<file path="src/rtl/text_line_fetch_pkg.sv">
`default_nettype none
// +----------------------------------------------------------------------+
// | text_line_fetch_pkg                                                  |
// | Shared display geometry, glyph codes and fetch FSM state encoding.   |
// | Rev 1.0 - initial release                                            |
// +----------------------------------------------------------------------+
package text_line_fetch_pkg;

  localparam int FONTHLEN = 16;  // pixels per glyph, horizontal
  localparam int FONTVLEN = 32;  // scanlines per character row
  localparam int HCHAR    = 48;  // glyphs per row
  localparam int VCHAR    = 18;  // rows per page
  localparam int BITPERCH = 4;   // bits per glyph code
  localparam int ADR_BITS = 10;  // value memory address width

  // Solid block glyph: blank screen after reset and field overflow marker
  localparam logic [3:0] GLYPH_BLOCK = 4'hF;

  typedef enum logic [2:0] {
    ST_IDLE  = 3'd0,
    ST_ISSUE = 3'd1,
    ST_WAIT  = 3'd2,
    ST_CONV  = 3'd3,
    ST_WRITE = 3'd4
  } fetch_state_t;

endpackage
`default_nettype wire

</file>
<file path="src/rtl/text_line_fetch_bcd_dd_iter.sv">
`default_nettype none
// +----------------------------------------------------------------------+
// | bcd_dd_iter                                                          |
// | Sequential double-dabble binary-to-BCD converter, one input bit per  |
// | cycle. o_done rises VAL_W-1 cycles after i_start and holds until the |
// | next start. o_ovf flags a carry out of the top digit (value too wide |
// | for DIGITS decimal digits).                                          |
// | Rev 1.0 - initial release                                            |
// +----------------------------------------------------------------------+
module bcd_dd_iter
  import text_line_fetch_pkg::*;
#(
  parameter int VAL_W  = 10,
  parameter int DIGITS = 3
) (
  input  logic                  clk,
  input  logic                  RST,
  input  logic                  i_start,
  input  logic [VAL_W-1:0]      i_value,
  output logic [DIGITS*4-1:0]   o_bcd,
  output logic                  o_ovf,
  output logic                  o_done
);

  localparam int BW = DIGITS * 4;
  localparam int CW = $clog2(VAL_W + 1);

  logic [VAL_W-1:0] r_sh;
  logic [BW-1:0]    r_bcd;
  logic             r_ovf;
  logic             r_done;
  logic [CW-1:0]    r_cnt;
  logic [BW-1:0]    w_adj;

  // Add-3 correction for every digit that would reach 10 or more after the shift
  always_comb begin
    w_adj = r_bcd;
    for (int i = 0; i < DIGITS; i++) begin
      if (r_bcd[i*4 +: 4] >= 4'd5) begin
        w_adj[i*4 +: 4] = r_bcd[i*4 +: 4] + 4'd3;
      end
    end
  end

  // Start loads the value and already shifts in its MSB; remaining bits follow one per cycle
  always_ff @(posedge clk or posedge RST) begin
    if (RST) begin
      r_sh   <= '0;
      r_bcd  <= '0;
      r_ovf  <= 1'b0;
      r_done <= 1'b0;
      r_cnt  <= '0;
    end else if (i_start) begin
      r_bcd  <= {{(BW-1){1'b0}}, i_value[VAL_W-1]};
      r_sh   <= i_value << 1;
      r_ovf  <= 1'b0;
      r_cnt  <= CW'(VAL_W - 1);
      r_done <= (VAL_W == 1);
    end else if (r_cnt != '0) begin
      r_bcd <= {w_adj[BW-2:0], r_sh[VAL_W-1]};
      r_ovf <= r_ovf | w_adj[BW-1];
      r_sh  <= r_sh << 1;
      r_cnt <= r_cnt - CW'(1);
      if (r_cnt == CW'(1)) begin
        r_done <= 1'b1;
      end
    end
  end

  assign o_bcd  = r_bcd;
  assign o_ovf  = r_ovf;
  assign o_done = r_done;

endmodule
`default_nettype wire

</file>
<file path="src/rtl/text_line_fetch.sv">
`default_nettype none
// +----------------------------------------------------------------------+
// | text_line_fetch                                                      |
// | Double-buffered text-row builder: on each row request the back row   |
// | becomes the front row, then the next row is fetched from the value   |
// | memory, converted to BCD or hex glyphs and packed into the back row. |
// | Rev 1.0 - initial release                                            |
// +----------------------------------------------------------------------+
module text_line_fetch #(
  parameter int VAL_W    = 10,
  parameter int DIGITS   = 3,
  parameter int BITPERCH = text_line_fetch_pkg::BITPERCH,
  parameter int HCHAR    = text_line_fetch_pkg::HCHAR,
  parameter int VCHAR    = text_line_fetch_pkg::VCHAR,
  parameter int ADR_BITS = text_line_fetch_pkg::ADR_BITS,
  parameter int RD_LAT   = 1
) (
  input  logic                         clk,
  input  logic                         RST,
  input  logic                         line_req,
  input  logic [4:0]                   line_idx,
  input  logic [2:0]                   page,
  input  logic                         hex_mode,
  output logic                         rd_en,
  output logic [ADR_BITS-1:0]          rd_addr,
  input  logic [VAL_W-1:0]             rd_data,
  output logic [HCHAR*BITPERCH-1:0]    line_out,
  output logic                         busy,
  output logic                         overrun
);
  import text_line_fetch_pkg::*;

  localparam int VPL      = HCHAR / DIGITS;
  localparam int LINEBITS = HCHAR * BITPERCH;
  localparam int FW       = DIGITS * BITPERCH;
  localparam int NW       = DIGITS * 4;
  localparam int SPAN     = VCHAR * VPL;
  localparam int CW       = $clog2(RD_LAT + 1);
  localparam int KW       = $clog2(VPL + 1);
  localparam int LBW      = $clog2(LINEBITS);

  fetch_state_t          r_state, w_state_nxt;
  logic [LINEBITS-1:0]   r_front, r_back;
  logic [ADR_BITS-1:0]   r_base, r_rd_addr, w_base;
  logic [KW-1:0]         r_k;
  logic [CW-1:0]         r_cnt;
  logic [VAL_W-1:0]      r_val;
  logic                  r_hex, r_rd_en, r_busy, r_ovr;
  logic [4:0]            w_n;
  logic                  w_conv_start, w_conv_done, w_bcd_ovf, w_hex_ovf, w_blank;
  logic [NW-1:0]         w_bcd, w_hex_nib, w_nib;
  logic [FW-1:0]         w_field;
  logic [LBW-1:0]        w_msb;

  // Base address of the row to prefetch: the one after the displayed row, wrapping at page end
  always_comb begin
    w_n    = (line_idx >= 5'(VCHAR - 1)) ? 5'd0 : line_idx + 5'd1;
    w_base = ADR_BITS'(page) * ADR_BITS'(SPAN) + ADR_BITS'(w_n) * ADR_BITS'(VPL);
  end

  assign w_conv_start = (r_state == ST_WAIT) && (r_cnt == '0) && !r_hex && !line_req;

  bcd_dd_iter #(
    .VAL_W  (VAL_W),
    .DIGITS (DIGITS)
  ) u_bcd (
    .clk     (clk),
    .RST     (RST),
    .i_start (w_conv_start),
    .i_value (rd_data),
    .o_bcd   (w_bcd),
    .o_ovf   (w_bcd_ovf),
    .o_done  (w_conv_done)
  );

  generate
    if (VAL_W > NW) begin : g_hex_wide
      assign w_hex_nib = r_val[NW-1:0];
      assign w_hex_ovf = |r_val[VAL_W-1:NW];
    end else begin : g_hex_narrow
      assign w_hex_nib = NW'(r_val);
      assign w_hex_ovf = 1'b0;
    end
  endgenerate

  assign w_nib   = r_hex ? w_hex_nib : w_bcd;
  assign w_blank = r_hex ? w_hex_ovf : w_bcd_ovf;

  generate
    for (genvar gi = 0; gi < DIGITS; gi++) begin : g_glyph
      assign w_field[gi*BITPERCH +: BITPERCH] =
        w_blank ? BITPERCH'(GLYPH_BLOCK) : BITPERCH'(w_nib[gi*4 +: 4]);
    end
  endgenerate

  // Field k lands at the MSB end of the row, glyph 0 first
  assign w_msb = LBW'(LINEBITS - 1 - int'(r_k) * FW);

  // State register
  always_ff @(posedge clk or posedge RST) begin
    if (RST) r_state <= ST_IDLE;
    else     r_state <= w_state_nxt;
  end

  // Next state: a row request always restarts the fill, whatever the current state
  always_comb begin
    w_state_nxt = r_state;
    if (line_req) begin
      w_state_nxt = ST_ISSUE;
    end else begin
      case (r_state)
        ST_IDLE:  w_state_nxt = ST_IDLE;
        ST_ISSUE: w_state_nxt = ST_WAIT;
        ST_WAIT:  if (r_cnt == '0) w_state_nxt = r_hex ? ST_WRITE : ST_CONV;
        ST_CONV:  if (w_conv_done) w_state_nxt = ST_WRITE;
        ST_WRITE: w_state_nxt = (r_k == KW'(VPL - 1)) ? ST_IDLE : ST_ISSUE;
        default:  w_state_nxt = ST_IDLE;
      endcase
    end
  end

  // Datapath: buffer swap, address generation, latency count, data capture and field write
  always_ff @(posedge clk or posedge RST) begin
    if (RST) begin
      r_front   <= '1;
      r_back    <= '1;
      r_base    <= '0;
      r_rd_addr <= '0;
      r_k       <= '0;
      r_cnt     <= '0;
      r_val     <= '0;
      r_hex     <= 1'b0;
      r_rd_en   <= 1'b0;
      r_busy    <= 1'b0;
      r_ovr     <= 1'b0;
    end else begin
      r_rd_en <= (w_state_nxt == ST_ISSUE);
      r_busy  <= (w_state_nxt != ST_IDLE);
      if (r_state == ST_ISSUE) begin
        r_cnt <= CW'(RD_LAT - 1);
      end else if ((r_state == ST_WAIT) && (r_cnt != '0)) begin
        r_cnt <= r_cnt - CW'(1);
      end
      if (line_req) begin
        r_front   <= r_back;
        r_base    <= w_base;
        r_rd_addr <= w_base;
        r_k       <= '0;
        r_hex     <= hex_mode;
        if (r_state != ST_IDLE) r_ovr <= 1'b1;
      end else begin
        if ((r_state == ST_WAIT) && (r_cnt == '0)) begin
          r_val <= rd_data;
        end
        if (r_state == ST_WRITE) begin
          r_back[w_msb -: FW] <= w_field;
          if (r_k != KW'(VPL - 1)) begin
            r_k       <= r_k + KW'(1);
            r_rd_addr <= r_base + ADR_BITS'(r_k) + ADR_BITS'(1);
          end
        end
      end
    end
  end

  assign rd_en    = r_rd_en;
  assign rd_addr  = r_rd_addr;
  assign line_out = r_front;
  assign busy     = r_busy;
  assign overrun  = r_ovr;

endmodule
`default_nettype wire

</file>
<file path="config.mk">
export PLATFORM = sky130hd
export DESIGN_NAME = text_line_fetch
export DESIGN_NICKNAME = d
export VERILOG_FILES = /design/src/rtl/text_line_fetch_pkg.sv /design/src/rtl/text_line_fetch_bcd_dd_iter.sv /design/src/rtl/text_line_fetch.sv
export SDC_FILE = /design/constraint.sdc
export NUM_CORES = 1
export LEC_CHECK = 0
export CAP_MARGIN = 5
export CORE_UTILIZATION = 57
export CTS_CLUSTER_DIAMETER = 200
export CTS_CLUSTER_SIZE = 28
export DETAILED_ROUTE_END_ITERATION = 8
export PLACE_DENSITY_LB_ADDON = 0.25
export SLEW_MARGIN = 20
export SYNTH_ARGS = -nofsm -noshare
export SYNTH_HDL_FRONTEND = slang
export SYNTH_SLANG_ARGS = --single-unit
</file>
<file path="constraint.sdc">
create_clock -name clk -period 35.1 [get_ports clk]
set_input_delay 3.51 -clock clk [delete_from_list [all_inputs] [get_ports clk]]
set_output_delay 3.51 -clock clk [all_outputs]
set_load 0.02 [all_outputs]
</file>
==> flow_metrics.py, run 1 <==
metrics = {
    "worst_hold_path": {
        "hp-class": "reg2reg",
    },
    "sta": {
        "fin_crit_ps": 5840,
        "rsz0062_at_grt": "no",
        "worst_pin_slew_ps": 1060,
        "clock.fmax_mhz": 171,
        "clock_skew_ps": 32.0,
        "hold_viol": 0,
        "setup_viol": 0,
        "fin_hold_ws_ps": 472,
        "slew_viol_final": 0,
        "fin_crit_sh_pct": 16.6,
        "finalSetupTns_ps": 0,
        "slew_headroom_pct": 29.2,
    },
    "synthesis": {
        "yosysUniqueCellTypes": 69,
        "synthFlopType": "dfstp_2",
        "synthTopCellsByCount": "dfstp_2 (384), mux2_2 (372), dfrtp_1 (62), nand2_1 (62), nor2_1 (59)",
        "ys_async_sr_fraction_pct": 100,
        "ys_seq_area_share_pct": 58.7,
        "syn_area_mm2": 0.0198,
        "syn_inst": 1447,
        "syn_avg_cell_area_um2": 13.7,
        "yosysTopAreaCellShare_pct": 50.8,
        "yosysMostFrequentCell": "dfstp_2",
        "synth_seq_cells": 446,
        "synth_area_leader_cell": "dfstp_2",
        "synth_edf_count": 0,
        "synth_top_cells_by_area": "dfstp_2 (51%), mux2_2 (21%), dfrtp_1 (7.8%)",
        "syn_nets": 1496,
        "yosys_warnings": 0,
    },
    "global_route": {
        "grt_max_degree": 148,
        "grt_pass1_wl_mm": 71.6,
        "grt_pass1_vias": 12400,
        "antenna_found_initial": 0,
        "grt_overflow_total": 0,
        "track_usage_pct": 25.7,
    },
    "drt": {
        "highest_layer": "met4",
        "ant_nets": 0,
        "remaining_drc_errors": 0,
        "wl_per_cell_um": 21.7,
        "dr_total_vias": 12300,
        "drt_iter0_markers": 902,
        "viasPerCell": 5.86,
        "met3WireLength_mm": 2.05,
        "dr_wl_met2_mm": 22.4,
        "firstDrtPassIters": 5,
        "met1Wirelength_mm": 20.1,
        "drt_wl_total_mm": 45.4,
    },
    "clock_tree": {
        "clkSinkCount": 446,
        "cts_buffer_depth": 3,
        "holdBufCountCts": 0,
        "cts-root-buf": "clkbuf_16",
        "postCtsSetupRepairBufs": 0,
        "insertion_delay_ps": 560,
        "cts_tree": "done",
        "clk_pin_slew_worst_paths_ps": 100,
        "h-tree-depth": 1,
        "cts_resized": 0,
        "cts-buffers-inserted": 19,
    },
    "setup_path": {
        "cp_cell_sequence": "clkdlybuf4s50_1 > inv_1 > ha_1 > o41ai_1 > nand2_1 > fa_1 > xnor2_1 > nand2_1 > o21ai_0 > mux2_2 > mux2_2",
        "cp-end-kind": "flop",
        "cp.required_ps": 35530,
        "critPathArrivalTime_ps": 6280,
        "cp_max_fo": 4,
        "max_stage_delay_ps": 520,
        "cpMaxStageDelayCell": "clkdlybuf4s50_1",
        "critical_path_class": "in2reg",
        "start_kind": "input port",
    },
    "placement": {
        "dpl.hpwl_mm": 32.1,
        "placed_area_mm2": 0.0225,
        "routabilityCongestion": 0.900,
        "port_buffers": 226,
    },
    "cells_and_area": {
        "nFillCells": 2434,
        "antenna_cells": 0,
        "fin_nets": 1689,
        "register_area_mm2": 0.0116,
        "design_area_mm2": 0.0230,
        "area_delta_synth_final_pct": 16.1,
        "multi_input_area_mm2": 0.00774,
        "drive_gt1_share_pct": 50.7,
    },
    "power": {
        "ir_worst_vdd_mv": 0.0374,
        "p_sw_mw": 0.303,
        "internal_power_mw": 0.747,
        "p_sw_share_pct": 28.8,
        "power_leakage_nw": 9.42,
        "power_frac_comb_pct": 18.8,
        "powerDensity_mw_per_mm2": 45.5,
        "power_frac_seq_pct": 56.8,
        "power_frac_clock_pct": 24.4,
    },
    "die": {
        "dieArea_mm2": 0.0356,
        "die_w_um": 189,
        "start_util_pct": 58.6,
        "die_h_um": 189,
        "io_pins": 227,
        "rows": 67,
        "core-area_mm2": 0.0339,
    },
    "job": {
        "cap_violations": 0,
    },
    "status": {
        "outcome": "finished clean",
    },
}
==> cell type report <==
| cell class | count | area share (%) |
|---|---|---|
| clock inverters | 1 | 0.0380 |
| well taps | 448 | 2.43 |
| flip-flops and latches | 446 | 50.5 |
| inverters | 51 | 0.863 |
| multi-input cells | 882 | 33.6 |
| repair buffers | 240 | 10.4 |
| clock buffers | 24 | 2.19 |
==> stage by stage <==
| step | setup WS [ps] | total power [mW] | instances | util (%) |
|---|---|---|---|---|
| finish | 29260 | 1.05 | 2092 | 68.1 |
| CTS | 29170 | 1.06 | 2091 | 67.9 |
| floorplan | 19800 | 0.729 | 1447 | - |
| detailed placement | 28610 | 0.799 | 2066 | 66.4 |
| global placement | 28690 | 0.793 | 2066 | 66.4 |
| global route | 29050 | 1.10 | 2092 | 68.1 |
==> path summary, 6_finish.rpt <==
path	from	to	slack (ps)	cells after the start
max	line_idx[1]	rd_addr[7]	29260	11
min	r_back[101]	r_back[101]	470	2
max reg2reg	rd_addr[0]	r_back[8]	30920	8
min reg2reg	r_back[101]	r_back[101]	470	2
max in group asynchronous	RST	line_out[95]	29430	4
min in group asynchronous	RST	rd_addr[1]	3620	2
==> layout by cell type, fill, tap and decap left out, drive strengths merged, types with 4 or more instances in the layout <==
cell,n
xor2,6
mux4,4
dfrtp,62
inv,51
o311ai,4
xnor2,14
nand3,42
o32ai,4
nor2,62
or2,5
nand2,62
o21a,4
clkbuf,25
dfstp,384
o21ai,48
nor3,18
a21oi,38
o22ai,32
nor4b,4
a22oi,4
and2,12
mux2,384
clkdlybuf4s50,225
nand2b,12
ha,25
mux2i,31
o21bai,4
nor4,7
a211oi,9
buf,14
==> state kept, by name, summed over array words and instances, names as in the netlist, 3 cells and up <==
signal       flops
u_bcd.o_bcd     12
line_out       192
u_bcd.r_sh       9
r_state          3
r_val           10
r_back         192
u_bcd.r_cnt      4
r_base           6
rd_addr         10
==> kinds of logic (layout without fill, tap and decap cells) <==
kind of cell,count (synthesis),in the layout,share of synthesized area (%)
AND/OR/NAND/NOR,245,245,6.70
multiplexers,419,419,24.0
adder cells (fa/ha/maj),27,27,1.78
buffers and inverters,119,316,2.47
AO/OA/AOI/OAI,171,171,5.57
flip-flops,446,446,58.7
XOR/XNOR,20,20,0.883
==> metal layers <==
layer / vias up / track usage [%]
met5: - / 0
met4: 0 / 5.46
met3: 60 / 3.00
met2: 321 / 42.9
met1: 6363 / 36.4
li1: 5513 / -
==> critical path: cells and delay by family <==
kind,cells,cell delay [ps]
adders and majority gates,2,670
buffers and inverters,2,580
AOI/OAI and AO/OA,2,570
muxes,2,560
and+or+nand+nor,2,250
xor gates and xnor gates,1,140
==> power groups by stage <==
stage          sequential, mW  combinational (mW)  clock (mW)
2_1_floorplan           0.598               0.131           0
3_5_place_dp            0.604               0.196           0
3_3_place_gp            0.603               0.190           0
6_report                0.596               0.197       0.256
5_1_grt                 0.601               0.217       0.279
4_1_cts                 0.596               0.197       0.263
Power figures use the tool's default switching activity.
==> run 2: changes to the inputs <==
--- a/config.mk
+++ b/config.mk
@@ -6,7 +6,7 @@
 export NUM_CORES = 1
 export LEC_CHECK = 0
 export CAP_MARGIN = 5
-export CORE_UTILIZATION = 57
+export CORE_UTILIZATION = 56
 export CTS_CLUSTER_DIAMETER = 200
 export CTS_CLUSTER_SIZE = 28
 export DETAILED_ROUTE_END_ITERATION = 8
==> constraint.sdc (replaced) <==
create_clock -name clk -period 5.6 [get_ports clk]
set_input_delay 0.56 -clock clk [delete_from_list [all_inputs] [get_ports clk]]
set_output_delay 0.56 -clock clk [all_outputs]
set_load 0.02 [all_outputs]
==> flow_metrics.py, run 2 (same netlist as run 1, synthesis figures left out) <==
metrics = {
    "status": {
        "outcome": "finished clean",
    },
    "global_route": {
        "antenna_found_initial": 0,
        "grt_overflow_total": 0,
        "grt_max_degree": 202,
        "grt_pass1_vias": 12400,
        "grt_pass1_wl_mm": 70.9,
        "track_usage_pct": 25.2,
    },
    "die": {
        "dieArea_mm2": 0.0362,
        "io_pins": 227,
        "die_h_um": 190,
        "die_w_um": 190,
        "rows": 68,
        "start_util_pct": 57.2,
        "core-area_mm2": 0.0347,
    },
    "cells_and_area": {
        "drive_gt1_share_pct": 50.7,
        "fin_nets": 1687,
        "antenna_cells": 0,
        "register_area_mm2": 0.0116,
        "nFillCells": 2538,
        "area_delta_synth_final_pct": 16.2,
        "layout_commonest_cell": "dfstp_2",
        "mostFrequentLayoutCells": "dfstp_2 (384), mux2_2 (372), clkdlybuf4s50_1 (225)",
        "final_cells": 2097,
        "multi_input_area_mm2": 0.00774,
    },
    "drt": {
        "drt_iter0_markers": 935,
        "ant_nets": 0,
        "firstDrtPassIters": 5,
        "wl_per_cell_um": 21.5,
        "drt_wl_total_mm": 45.1,
        "dr_total_vias": 12100,
        "remaining_drc_errors": 0,
        "viasPerCell": 5.79,
    },
    "sta": {
        "fin_hold_ws_ps": 472,
        "clock.fmax_mhz": 260,
        "slew_headroom_pct": 28.3,
        "fin_crit_sh_pct": 68.7,
        "slew_viol_final": 0,
        "setup_viol": 0,
        "fin_crit_ps": 3840,
        "worst_pin_slew_ps": 1060,
        "clock_skew_ps": 32.0,
        "hold_viol": 0,
        "rsz0062_at_grt": "no",
    },
    "setup_path": {
        "cp.required_ps": 6060,
        "crit_path_start": "rd_addr[0]",
        "cpMaxStageDelayCell": "fa_1",
        "cp_max_fo": 24,
        "critical_path_class": "reg2reg",
        "critPathArrivalTime_ps": 4310,
        "reg2reg_from": "rd_addr[0]",
        "cp-end-kind": "flop",
        "cp_cell_sequence": "ha_1 > fa_1 > inv_1 > o21ai_1 > nor3_1 > nand3_1 > mux2_2",
        "max_stage_delay_ps": 740,
        "start_kind": "flop",
    },
    "worst_hold_path": {
        "hp-start": "r_back[132]",
        "hp-class": "reg2reg",
    },
    "power": {
        "powerDensity_mw_per_mm2": 285,
        "power_mw": 6.58,
        "ir_worst_vdd_mv": 0.220,
        "power_leakage_nw": 9.41,
    },
    "clock_tree": {
        "h-tree-depth": 1,
        "cts_buffer_depth": 3,
        "cts_tree": "done",
        "clk_pin_slew_worst_paths_ps": 110,
        "holdBufCountCts": 0,
        "postCtsSetupRepairBufs": 0,
        "insertion_delay_ps": 550,
        "clkSinkCount": 446,
        "cts-root-buf": "clkbuf_16",
        "cts-buffers-inserted": 19,
        "cts_resized": 0,
    },
    "placement": {
        "port_buffers": 226,
        "dp_cells": 2071,
        "routabilityCongestion": 0.872,
        "dpl.hpwl_mm": 32.4,
    },
    "job": {
        "cap_violations": 0,
    },
}
run 2: changes by cell type in the layout (fill, tap and decap cells not counted), sizes merged:
| cell | before | now |
|---|---|---|
| buf | 14 | 12 |
| inv | 51 | 50 |
| clkinvlp | 0 | 1 |
run 2: through the flow:
step           instance area [um2]  TNS [ps]  setup WS (ps)  util (%)
4_1_cts                      23000         0           1830      66.3
5_1_grt                      23100         0           1520      66.4
2_1_floorplan                19900    -41890           -676         -
6_report                     23100         0           1760      66.4
3_3_place_gp                 22500         0           2020      64.8
3_5_place_dp                 22500         0           1860      64.8
run 2: per-layer routing:
| layer | track usage, % | routed length (um) | share of wire, % |
|---|---|---|---|
| met2 | 41.5 | 22100 | 49 |
| met4 | 6.34 | 1070 | 2.4 |
| met3 | 3.37 | 2290 | 5.1 |
| met1 | 35.4 | 19600 | 43 |
| met5 | 0 | 0 | 0 |
run 2: worst paths after layout:
check | slack [ps] | cells after the start | to
setup / recovery | 1760 | 7 | r_back[172]
hold / removal | 470 | 2 | r_back[132]
setup reg to reg | 1760 | 7 | r_back[172]
hold reg to reg | 470 | 2 | r_back[132]
max in group asynchronous | 3640 | 4 | line_out[31]
min in group asynchronous | 910 | 2 | line_out[108]
run 2: worst max-delay path, delay by kind of cell, from the launching register on:
| kind | cells | cell delay, ps |
|---|---|---|
| simple gates | 2 | 1010 |
| compound gates | 1 | 140 |
| fa+ha+maj | 2 | 1070 |
| buf+inv | 1 | 500 |
| mux | 1 | 370 |
| flops | 1 | 670 |
run 2: area by class of cell:
class | count | share of cell area [%]
sequential | 446 | 50.5
clock buffer | 24 | 2.19
inverter | 51 | 0.846
clock inverter | 1 | 0.0380
multi-input combinational | 882 | 33.6
tap | 455 | 2.47
timing repair buffer | 238 | 10.4
run 2: power breakdown:
part	internal [mW]	switching (mW)	total (mW)
combinational	0.527	0.703	1.23
sequential	3.51	0.246	3.76
clock	0.643	0.950	1.59
total	4.68	1.90	6.58
==> run 3: changes to the inputs <==
--- a/config.mk
+++ b/config.mk
@@ -6,7 +6,7 @@
 export NUM_CORES = 1
 export LEC_CHECK = 0
 export CAP_MARGIN = 5
-export CORE_UTILIZATION = 56
+export CORE_UTILIZATION = 51
 export CTS_CLUSTER_DIAMETER = 200
 export CTS_CLUSTER_SIZE = 28
 export DETAILED_ROUTE_END_ITERATION = 8
==> constraint.sdc (replaced) <==
create_clock -name clk -period 3.1 [get_ports clk]
set_input_delay 0.31 -clock clk [delete_from_list [all_inputs] [get_ports clk]]
set_output_delay 0.31 -clock clk [all_outputs]
set_load 0.02 [all_outputs]
==> flow_metrics.py, run 3 (same netlist as run 1, synthesis figures left out) <==
metrics = {
    "sta": {
        "fin_hold_ws_ps": 345,
        "fin_crit_ps": 2940,
        "setup_viol": 0,
        "rsz0062_at_grt": "no",
        "fin_crit_sh_pct": 94.8,
        "hold_viol": 0,
        "clock.fmax_mhz": 340,
        "finalSetupTns_ps": 0,
        "worst_pin_slew_ps": 974,
        "clock_skew_ps": 19.8,
        "setup_ws_ps": 162,
        "slew_headroom_pct": 35.0,
        "slew_viol_final": 0,
    },
    "setup_path": {
        "reg2reg_from": "rd_addr[0]",
        "critical_path_class": "reg2reg",
        "cp-end-kind": "flop",
        "worst-path-buf-inv": 1,
        "cp.required_ps": 3580,
        "cp_top_family": "simple AND/OR/NAND/NOR gates",
        "start_kind": "flop",
        "cp_cell_sequence": "ha_1 > fa_1 > nand3_1 > and3_1 > o22ai_2 > buf_4 > nor4_4 > mux2_2",
        "cp_max_fo": 9,
        "crit_path_start": "rd_addr[0]",
        "r2r_slack_ps": 160,
        "max_stage_delay_ps": 470,
        "critPathArrivalTime_ps": 3410,
        "cpMaxStageDelayCell": "fa_1",
    },
    "drt": {
        "wl_per_cell_um": 21.1,
        "firstDrtPassIters": 6,
        "viasPerCell": 5.59,
        "drt_wl_total_mm": 46.4,
        "drt_iter0_markers": 704,
        "ant_nets": 0,
        "dr_total_vias": 12300,
        "remaining_drc_errors": 0,
    },
    "cells_and_area": {
        "final_cells": 2206,
        "drive_gt1_share_pct": 52.4,
        "antenna_cells": 0,
        "nFillCells": 3072,
        "multi_input_area_mm2": 0.00775,
        "register_area_mm2": 0.0116,
        "area_delta_synth_final_pct": 19.0,
        "fin_nets": 1740,
        "layout_commonest_cell": "dfstp_2",
        "mostFrequentLayoutCells": "dfstp_2 (384), mux2_2 (372), clkdlybuf4s50_1 (225)",
    },
    "die": {
        "start_util_pct": 52.2,
        "die_w_um": 199,
        "die_h_um": 199,
        "core-area_mm2": 0.0380,
        "dieArea_mm2": 0.0397,
        "rows": 71,
        "io_pins": 227,
    },
    "placement": {
        "dpl.hpwl_mm": 34.0,
        "port_buffers": 226,
        "routabilityCongestion": 0.914,
        "dp_cells": 2180,
        "pre_cts_slack_ps": -119,
    },
    "clock_tree": {
        "insertion_delay_ps": 550,
        "cts_buffer_depth": 3,
        "clk_pin_slew_worst_paths_ps": 110,
        "h-tree-depth": 1,
        "cts_tree": "done",
        "cts-root-buf": "clkbuf_16",
        "clkSinkCount": 446,
        "cts-buffers-inserted": 19,
    },
    "job": {
        "cap_violations": 0,
    },
    "worst_hold_path": {
        "hp-class": "in2reg",
        "hp-start": "hex_mode",
    },
    "global_route": {
        "grt_pass1_vias": 12700,
        "grt_max_degree": 161,
        "grt_pass1_wl_mm": 72.8,
        "track_usage_pct": 23.7,
        "antenna_found_initial": 0,
        "grt_overflow_total": 0,
    },
    "status": {
        "outcome": "finished clean",
    },
    "power": {
        "ir_worst_vdd_mv": 0.491,
        "powerDensity_mw_per_mm2": 507,
        "power_leakage_nw": 9.70,
    },
}
==> run 3: cell count changes in the layout (fill, tap and decap cells not counted), sizes merged <==
cell,before,now
buf,12,64
dlygate4sd3,0,1
==> run 3: area by class of cell <==
class / count / share of cell area, %
multi-input cells: 882 / 32.8
flip-flops and latches: 446 / 49.3
inverters: 51 / 0.827
clock inverters: 1 / 0.0371
clock buffers: 24 / 2.14
well taps: 511 / 2.71
repair buffers: 291 / 12.2
==> run 3: final timing paths <==
check | endpoint | cells after the start
worst min register to register | r_back[165] | 2
worst max-delay path | r_back[135] | 8
max in group asynchronous | r_back[31] | 4
min in group asynchronous | line_out[168] | 2
worst max register to register | r_back[135] | 8
worst min-delay path | r_hex | 3
==> run 3: power by group <==
part	internal [mW]	leakage, nW	switching [mW]	total (mW)
clock	1.16	0.251	1.73	2.90
sequential	6.34	4.74	0.405	6.75
combinational	1.00	4.71	1.33	2.33
total	8.51	9.70	3.47	12.0
==> run 3: layer usage <==
metal / global-route usage, % / wire [um] / vias to the layer above / part of all wire [%]
li1: - / - / 5613 / -
met1: 32.8 / 20700 / 6344 / 45
met2: 39.2 / 22500 / 317 / 48
met3: 3.54 / 2180 / 61 / 4.7
met4: 6.13 / 1040 / 0 / 2.2
met5: 0 / 0 / - / 0
==> run 3: worst min-delay path: stages <==
cell and delay, ps:
clkdlybuf4s50_1 410, nand2_1 60, o21ai_0 60
==> run 3: timing repair <==
item                                    in CTS  in global routing
gates resized for setup                      0                  6
hold buffers                                 1                  0
endpoints found under the setup margin       0                  9
endpoints found under the hold margin        1                  0
setup buffers                                0                  0
==> run 3: per-stage QoR <==
stage | instance area [um2] | utilization (%) | power (mW)
detailed placement | 23100 | 60.7 | 9.15
global route | 23600 | 62.1 | 12.6
global placement | 23100 | 60.7 | 9.05
floorplan | 19900 | - | 8.26
finish | 23600 | 62.1 | 12.0
CTS | 23600 | 62.0 | 12.1
